## src/rtl/cache_arbiter.sv

```systemverilog
// Two-master arbiter sharing one physical-memory port between the I-cache and D-cache.
// Round-robin on ties; the owner keeps the port until the downstream completion pulse.
module cache_arbiter #(
    parameter int s_line = 256,
    parameter int s_addr = 32
) (
    input  logic              clk,
    input  logic              rst,
    input  logic              i_pmem_read,
    input  logic              i_pmem_write,
    input  logic [s_addr-1:0] i_pmem_address,
    input  logic [s_line-1:0] i_pmem_wdata,
    output logic [s_line-1:0] i_pmem_rdata,
    output logic              i_pmem_resp,
    input  logic              d_pmem_read,
    input  logic              d_pmem_write,
    input  logic [s_addr-1:0] d_pmem_address,
    input  logic [s_line-1:0] d_pmem_wdata,
    output logic [s_line-1:0] d_pmem_rdata,
    output logic              d_pmem_resp,
    output logic              pmem_read,
    output logic              pmem_write,
    output logic [s_addr-1:0] pmem_address,
    output logic [s_line-1:0] pmem_wdata,
    input  logic [s_line-1:0] pmem_rdata,
    input  logic              pmem_resp,
    output logic [1:0]        grant
);

    // Encoding doubles as the one-hot {d, i} grant vector.
    typedef enum logic [1:0] {
        IDLE    = 2'b00,
        SERVE_I = 2'b01,
        SERVE_D = 2'b10
    } state_t;

    state_t state_r;
    logic   last_r;     // 1'b1: D was granted most recently
    logic   i_req_s;
    logic   d_req_s;

    assign i_req_s = i_pmem_read | i_pmem_write;
    assign d_req_s = d_pmem_read | d_pmem_write;

    // Arbitration FSM and round-robin history.
    always_ff @(posedge clk) begin
        if (rst) begin
            state_r <= IDLE;
            last_r  <= 1'b1;
        end else begin
            case (state_r)
                IDLE: begin
                    if (i_req_s && d_req_s) begin
                        if (last_r) begin
                            state_r <= SERVE_I;
                            last_r  <= 1'b0;
                        end else begin
                            state_r <= SERVE_D;
                            last_r  <= 1'b1;
                        end
                    end else if (i_req_s) begin
                        state_r <= SERVE_I;
                        last_r  <= 1'b0;
                    end else if (d_req_s) begin
                        state_r <= SERVE_D;
                        last_r  <= 1'b1;
                    end else begin
                        state_r <= IDLE;
                    end
                end
                SERVE_I: begin
                    if (pmem_resp) begin
                        state_r <= IDLE;
                    end
                end
                SERVE_D: begin
                    if (pmem_resp) begin
                        state_r <= IDLE;
                    end
                end
                default: begin
                    state_r <= IDLE;
                end
            endcase
        end
    end

    assign grant = state_r;

    // Downstream command mux and completion routing; the owner's live inputs pass straight through.
    always_comb begin
        pmem_read    = 1'b0;
        pmem_write   = 1'b0;
        pmem_address = {s_addr{1'b0}};
        pmem_wdata   = {s_line{1'b0}};
        i_pmem_resp  = 1'b0;
        d_pmem_resp  = 1'b0;
        case (state_r)
            SERVE_I: begin
                pmem_read    = i_pmem_read;
                pmem_write   = i_pmem_write;
                pmem_address = i_pmem_address;
                pmem_wdata   = i_pmem_wdata;
                i_pmem_resp  = pmem_resp;
            end
            SERVE_D: begin
                pmem_read    = d_pmem_read;
                pmem_write   = d_pmem_write;
                pmem_address = d_pmem_address;
                pmem_wdata   = d_pmem_wdata;
                d_pmem_resp  = pmem_resp;
            end
            default: begin
                pmem_read    = 1'b0;
                pmem_write   = 1'b0;
            end
        endcase
    end

    // Read data is qualified only by resp, so it fans out to both caches.
    assign i_pmem_rdata = pmem_rdata;
    assign d_pmem_rdata = pmem_rdata;

endmodule
```

## config.mk

```make
export PLATFORM = sky130hd
export DESIGN_NAME = cache_arbiter
export DESIGN_NICKNAME = d
export VERILOG_FILES = /design/src/rtl/cache_arbiter.sv
export SDC_FILE = /design/constraint.sdc
export NUM_CORES = 1
export LEC_CHECK = 0
export BUFFER_PORTS_ARGS = -buffer_cell sky130_fd_sc_hd__buf_2
export CAP_MARGIN = 20
export CELL_PAD_IN_SITES_DETAIL_PLACEMENT = 0
export CELL_PAD_IN_SITES_GLOBAL_PLACEMENT = 2
export CORE_AREA = 8 8 632 634
export DETAILED_ROUTE_END_ITERATION = 8
export DIE_AREA = 0 0 640 642
export PLACE_DENSITY = 0.38
export SYNTH_ARGS = -nofsm -noshare
export SYNTH_HDL_FRONTEND = slang
export SYNTH_SLANG_ARGS = --single-unit
```

## constraint.sdc

```tcl
create_clock -name clk -period 1.8 [get_ports clk]
set_input_delay 0.27 -clock clk [delete_from_list [all_inputs] [get_ports clk]]
set_output_delay 0.27 -clock clk [all_outputs]
set_load 0.005 [all_outputs]
```

==> results of run 1 <==
repair_timing:
action	4_1_cts	5_1_grt
pin swaps	4	3
setup endpoints to repair	294	294
hold buffers	0	0
buffers inserted	19	4
resized for setup	358	172
gates cloned	20	7
area by class of cell:
class                   count  area, um2
inverters                   2       10.0
flip-flops and latches      3       67.6
clock buffers               4       78.8
multi-input cells         597       5730
well taps                5220       6530
repair buffers           1080       8950
fillers                 46232     368000
diodes                     35       87.6
cell usage in the layout, fill, tap and decap left out, types with 7 or more instances in the layout:
cell / n
buf_6: 46
nor2b_1: 110
diode_2: 35
buf_4: 128
a22oi_2: 79
buf_12: 141
a22oi_1: 211
clkbuf_16: 9
buf_2: 724
buf_8: 7
nor2b_2: 39
nor2b_4: 143
buf_16: 24
cell families (layout without fill, tap and decap cells):
family / after synthesis / in the layout / share of synthesized area [%]
buf+inv: 610 / 1086 / 52.7
other cells: 0 / 35 / 0
flops: 3 / 3 / 0.679
compound gates: 296 / 296 / 25.1
simple gates: 298 / 298 / 21.0
fa+ha+maj: 3 / 3 / 0.424
state kept, by name (all words and copies together), names as in the netlist:
register  flops
grant         2
last_r        1
worst max path at each step:
stage                                 end  cells after the start  slack (ns)     start
after detailed placement  pmem_address[4]                      7       -0.81  grant[1]
after floorplan           pmem_address[0]                      6        0.23  grant[0]
final                     pmem_address[4]                      7       -0.58  grant[1]
after global placement    pmem_address[4]                      7       -0.86  grant[1]
after CTS                 pmem_wdata[167]                      8       -0.58  grant[0]
after global routing        pmem_wdata[4]                      8       -0.60  grant[0]
per-layer routing:
metal	track usage (%)	vias up	share of wire, %
met5	1.04	-	0.53
met4	2.38	106	3.1
met3	11.3	530	21
met2	20.4	1844	46
met1	10.5	5771	29
li1	-	4633	-
power by group through the flow:
stage | Sequential (mW) | Combinational (mW) | Clock (mW)
3_5_place_dp | 0.101 | 10.7 | 0
4_1_cts | 0.106 | 14.3 | 0.362
3_3_place_gp | 0.102 | 10.7 | 0
5_1_grt | 0.109 | 15.3 | 0.372
2_1_floorplan | 0.0950 | 4.36 | 0
6_report | 0.107 | 14.4 | 0.358
critical path, delay by kind of cell, from the launching register on:
family          cells  cell delay, ns
compound gates      1            0.52
flops               1            0.35
fa+ha+maj           1            0.17
simple gates        1            0.12
buf+inv             4            0.61
metrics by stage:
stage	instance area [um2]	setup WS (ns)	TNS (ns)	power [mW]	hold WS [ns]
CTS	20500	-0.582	-146.57	14.7	0.305
detailed placement	18200	-0.809	-127.15	10.8	0.522
global route	21400	-0.596	-145.73	15.8	0.296
floorplan	8850	0.230	0	4.45	0.364
global placement	18200	-0.859	-139.87	10.8	0.497
finish	21400	-0.584	-126.72	14.9	0.298
==> run metrics, run 1 <==
slowest stage cell, crit path a22oi_2; DR iter-0 viols 751; Seq/Total Area, Yosys 0.679%; top-count cell post-synth buf_4; Worst R2R Path Depth 9; Slew Viols, Final 0; via count 12,884; Port Buffers 876; synthesized net count 2,052; Synth warnings 0; Std-Cell Rows 230; Finish-stage setup viols 294; layout cells sized above 1 80.1%; Starting Density 2.27%; Peak Freq 420 MHz; HP Class in2reg; Hold Crit Start rst; Clock power frac 2.4%; flops & latches, synth 3; Peak supply drop 0.436 mV; placed cell count 6,858; die area 0.411 mm2; remaining global-route overflow 0; core area 0.390 mm2; CP peak stage delay 0.52 ns; leading area contributor after synthesis buf_4; die extent in y 642 um; CTS H-tree lvls 1; Setup crit start kind flip-flop; status finished with violations; Crit path required time 1.53 ns; CTS buffer count 3; Residual DRC 0; Critical R2R Capture grant[0]; CP Max Fanout 39; post-DP HPWL 244,000 um; Hold Crit Depth 2; Final ANT Viol Nets 0; Synth Cell Area 0.00885 mm2; Routed WL per cell 37.8 um; final hold viol count 0; CTS tree built; Routability Congestion 0.874; initial antenna violation count 223; Reg power frac 0.7%; violated checks negative setup slack; Post-synth top flop dfxtp_1; vias in the first global route 12,529; combinational cell fraction of total power 96.9%; clk sink count 3; largest net degree at the start of global routing 67; Post-Synthesis Cells 1,210; min cycle time layout 2.38 ns; most common library cells after synthesis buf_4 (540), nor2b_1 (292), a22oi_1 (290), clkbuf_8 (27), clkbuf_1 (19); Netlist cell types 18; maximum clock path buffer count 2; Total Wirelength 263,000 um; Skew-Pair Late Insertion Delay 0.23 ns; reg2reg start grant[0]; CTS clock-pin slew for the worst setup and hold paths 0.03 ns; 1st-pass router iterations 7; number of synthesized flops with an enable pin 0; max-cap viol count 0; Sw Share 51.0%; Internal 7.30 mW; Slew HR 60.4%; Slew @ Worst Pin 0.594 ns; Tcrit/Tclk final 132%; Top Ports 1,645; top post-synthesis cells by area buf_4 (46%), a22oi_1 (25%), nor2b_1 (21%); Pleak 6.82 nW; crit-path cells inv_2 > ha_4 > buf_12 > buf_16 > a22oi_2 > nor2b_4 > buf_12; Chip Width 640 um; setup slack, reg-to-reg -0.35 ns; crit path kind reg2out; via density per instance 1.86; global-route wire length before repair 292,000 um; asr flop ratio synth 0%; Area Growth Syn to Fin 142%; hold endpoint last_r; min setup slack post-route -0.584 ns; Final #Nets 2,529; RSZ-0062 raised after global routing yes; P_sw 7.59 mW; final std cells w/o fill 6,941; Final Util 5.50%; post-synth top area share 45.8%; root buf cell clkbuf_16; clk_skew 0.00353 ns; mean post-synth cell area 7.31 um2; PwrDens 694 mW/mm2; GR Util All Layers 12.1%; Critical Path Most Common Cell buf_12; Worst Path Arrival 2.11 ns; Worst Setup End Kind primary output
(Power assumes the default switching activity.)
==> run 2: changes to the inputs <==
--- a/config.mk
+++ b/config.mk
@@ -12,7 +12,7 @@
 export CORE_AREA = 8 8 632 634
 export DETAILED_ROUTE_END_ITERATION = 8
 export DIE_AREA = 0 0 640 642
-export PLACE_DENSITY = 0.38
+export PLACE_DENSITY = 0.39
 export SYNTH_ARGS = -nofsm -noshare
 export SYNTH_HDL_FRONTEND = slang
 export SYNTH_SLANG_ARGS = --single-unit
==> constraint.sdc (replaced) <==
create_clock -name clk -period 2 [get_ports clk]
set_input_delay 0.3 -clock clk [delete_from_list [all_inputs] [get_ports clk]]
set_output_delay 0.3 -clock clk [all_outputs]
set_load 0.005 [all_outputs]
==> run 2 against run 1 <==
The flow still finishes with violations (negative setup slack). Power increased by 2.7%. Critical path type unchanged. Die area unchanged. Combinational power increased by 3%.
==> run metrics, run 2 (synthesized netlist as in run 1, its figures left out) <==
vias in the first global route 12,550; metal2 WL 127,000 um; Setup crit start kind flip-flop; area taken by multi-input logic gates 0.00600 mm2; Starting Density 2.27%; Worst Setup End Kind primary output; Pleak 7.37 nW; initial antenna violation count 244; min cycle time layout 2.47 ns; Peak Freq 405 MHz; Total Wirelength 276,000 um; PwrDens 667 mW/mm2; final hold viol count 0; Final ANT Viol Nets 0; crit-path cells buf_6 > ha_4 > buf_16 > buf_12 > buf_12 > a22oi_2 > buf_4 > nor2b_4 > buf_6; total negative slack -74.23 ns; Skew-Pair Late Insertion Delay 0.22 ns; Slew @ Worst Pin 0.594 ns; Area Growth Syn to Fin 159%; clk_skew 0.00137 ns; Fill cells 46,040; crit path kind reg2out; Slew HR 60.4%; maximum clock path buffer count 2; slowest stage cell, crit path a22oi_2; layout cells sized above 1 84.2%; post-DP HPWL 247,000 um; status finished with violations; HP Class in2reg; Std-Cell Rows 230; Finish-stage setup viols 294; Tcrit/Tclk final 124%; Peak supply drop 0.357 mV; CTS H-tree lvls 1; Residual DRC 0; Port Buffers 876; CP Max Fanout 7; clk sink count 3; Top Ports 1,645; Worst R2R Path Depth 11; CTS buffer count 3; root buf cell clkbuf_16; Final #Nets 2,573; via count 13,266; largest net degree at the start of global routing 46; global-route wire length before repair 301,000 um; DR iter-0 viols 927; Crit path required time 1.70 ns; Sequential Area 65.1 um2; Setup crit end pmem_address[18]; Chip Width 640 um; DR WL met3 57,300 um; core area 0.390 mm2; hold buffers post-CTS 0; leading cell type in the layout, fill and taps excluded buf_2; commonest non-fill, non-tap cells in the layout buf_2 (704), a22oi_1 (148), a22oi_2 (142); die area 0.411 mm2; pre-CTS WS -0.657 ns; CP peak stage delay 0.42 ns; reg2reg start grant[1]; Slew Viols, Final 0; Critical R2R Capture grant[0]; via density per instance 1.90; CTS tree built; max-cap viol count 0; Worst Path Arrival 2.17 ns; remaining global-route overflow 0; min setup slack post-route -0.471 ns; 1st-pass router iterations 5; Hold Slack 0.357 ns; CTS clock-pin slew for the worst setup and hold paths 0.03 ns; crit path from grant[1]; violated checks negative setup slack; DR top layer met5; max reg flops 2; GR Util All Layers 12.5%; Final Util 5.88%; Routed WL per cell 39.6 um; wl on met1 83,000 um; Routability Congestion 0.836; die extent in y 642 um; setup slack, reg-to-reg -0.24 ns; RSZ-0062 raised after global routing yes
==> run 2: changes by cell type in the layout (fill, tap and decap cells not counted), moves of 9 or more <==
| cell | delta |
|---|---|
| a22oi_1 | -63 |
| buf_16 | +20 |
| nor2b_4 | -9 |
| buf_6 | +50 |
| buf_4 | -23 |
| clkbuf_16 | +16 |
| buf_2 | -20 |
| a22oi_2 | +63 |
==> run 2: stage by stage <==
step                cell area [um2]  cells  power [mW]
floorplan                      8850   1210        4.01
global placement              17700   6816        8.82
detailed placement            17700   6816        8.84
CTS                           20500   6901        13.3
global route                  22900   6955        16.2
finish                        22900   6979        15.3
==> run 2: how the worst min path moves through the flow <==
stage | start | endpoint | slack (ns) | depth (start not counted)
after global placement | last_r | last_r | 0.49 | 1
after floorplan | rst | last_r | 0.39 | 1
final | rst | last_r | 0.36 | 2
after global routing | rst | last_r | 0.37 | 2
after detailed placement | last_r | last_r | 0.52 | 1
after CTS | rst | last_r | 0.33 | 2
==> run 2: what timing repair did <==
item	in CTS	in global routing
gates cloned	35	25
pin swaps	9	8
buffers inserted	47	31
gates resized for setup	306	466
setup endpoints to repair	292	294
==> run 2: metal layers <==
metal / track usage (%) / vias to the layer above
met5: 0.386 / -
li1: - / 4742
met4: 2.15 / 128
met2: 21.0 / 1859
met3: 12.0 / 602
met1: 10.9 / 5935
==> run 2: area by class of cell <==
cell class	count	share of cell area [%]
Clock buffer	4	0.344
Inverter	2	0.0327
Antenna cell	29	0.316
Tap cell	5220	28.5
Timing Repair Buffer	1124	44.4
Sequential cell	3	0.284
Multi-Input combinational cell	597	26.1
==> run 2: power by group <==
part           total (mW)  internal (mW)  switching (mW)
Clock               0.318          0.263          0.0550
Sequential         0.0907         0.0756          0.0151
Combinational        14.9           7.53            7.35
Total                15.3           7.87            7.42
==> run 2: worst max-delay path, delay by kind of cell, from the launching register on <==
family	cells	cell delay, ns
fa+ha+maj	1	0.18
compound gates	1	0.42
buf+inv	6	0.89
simple gates	1	0.04
flops	1	0.35
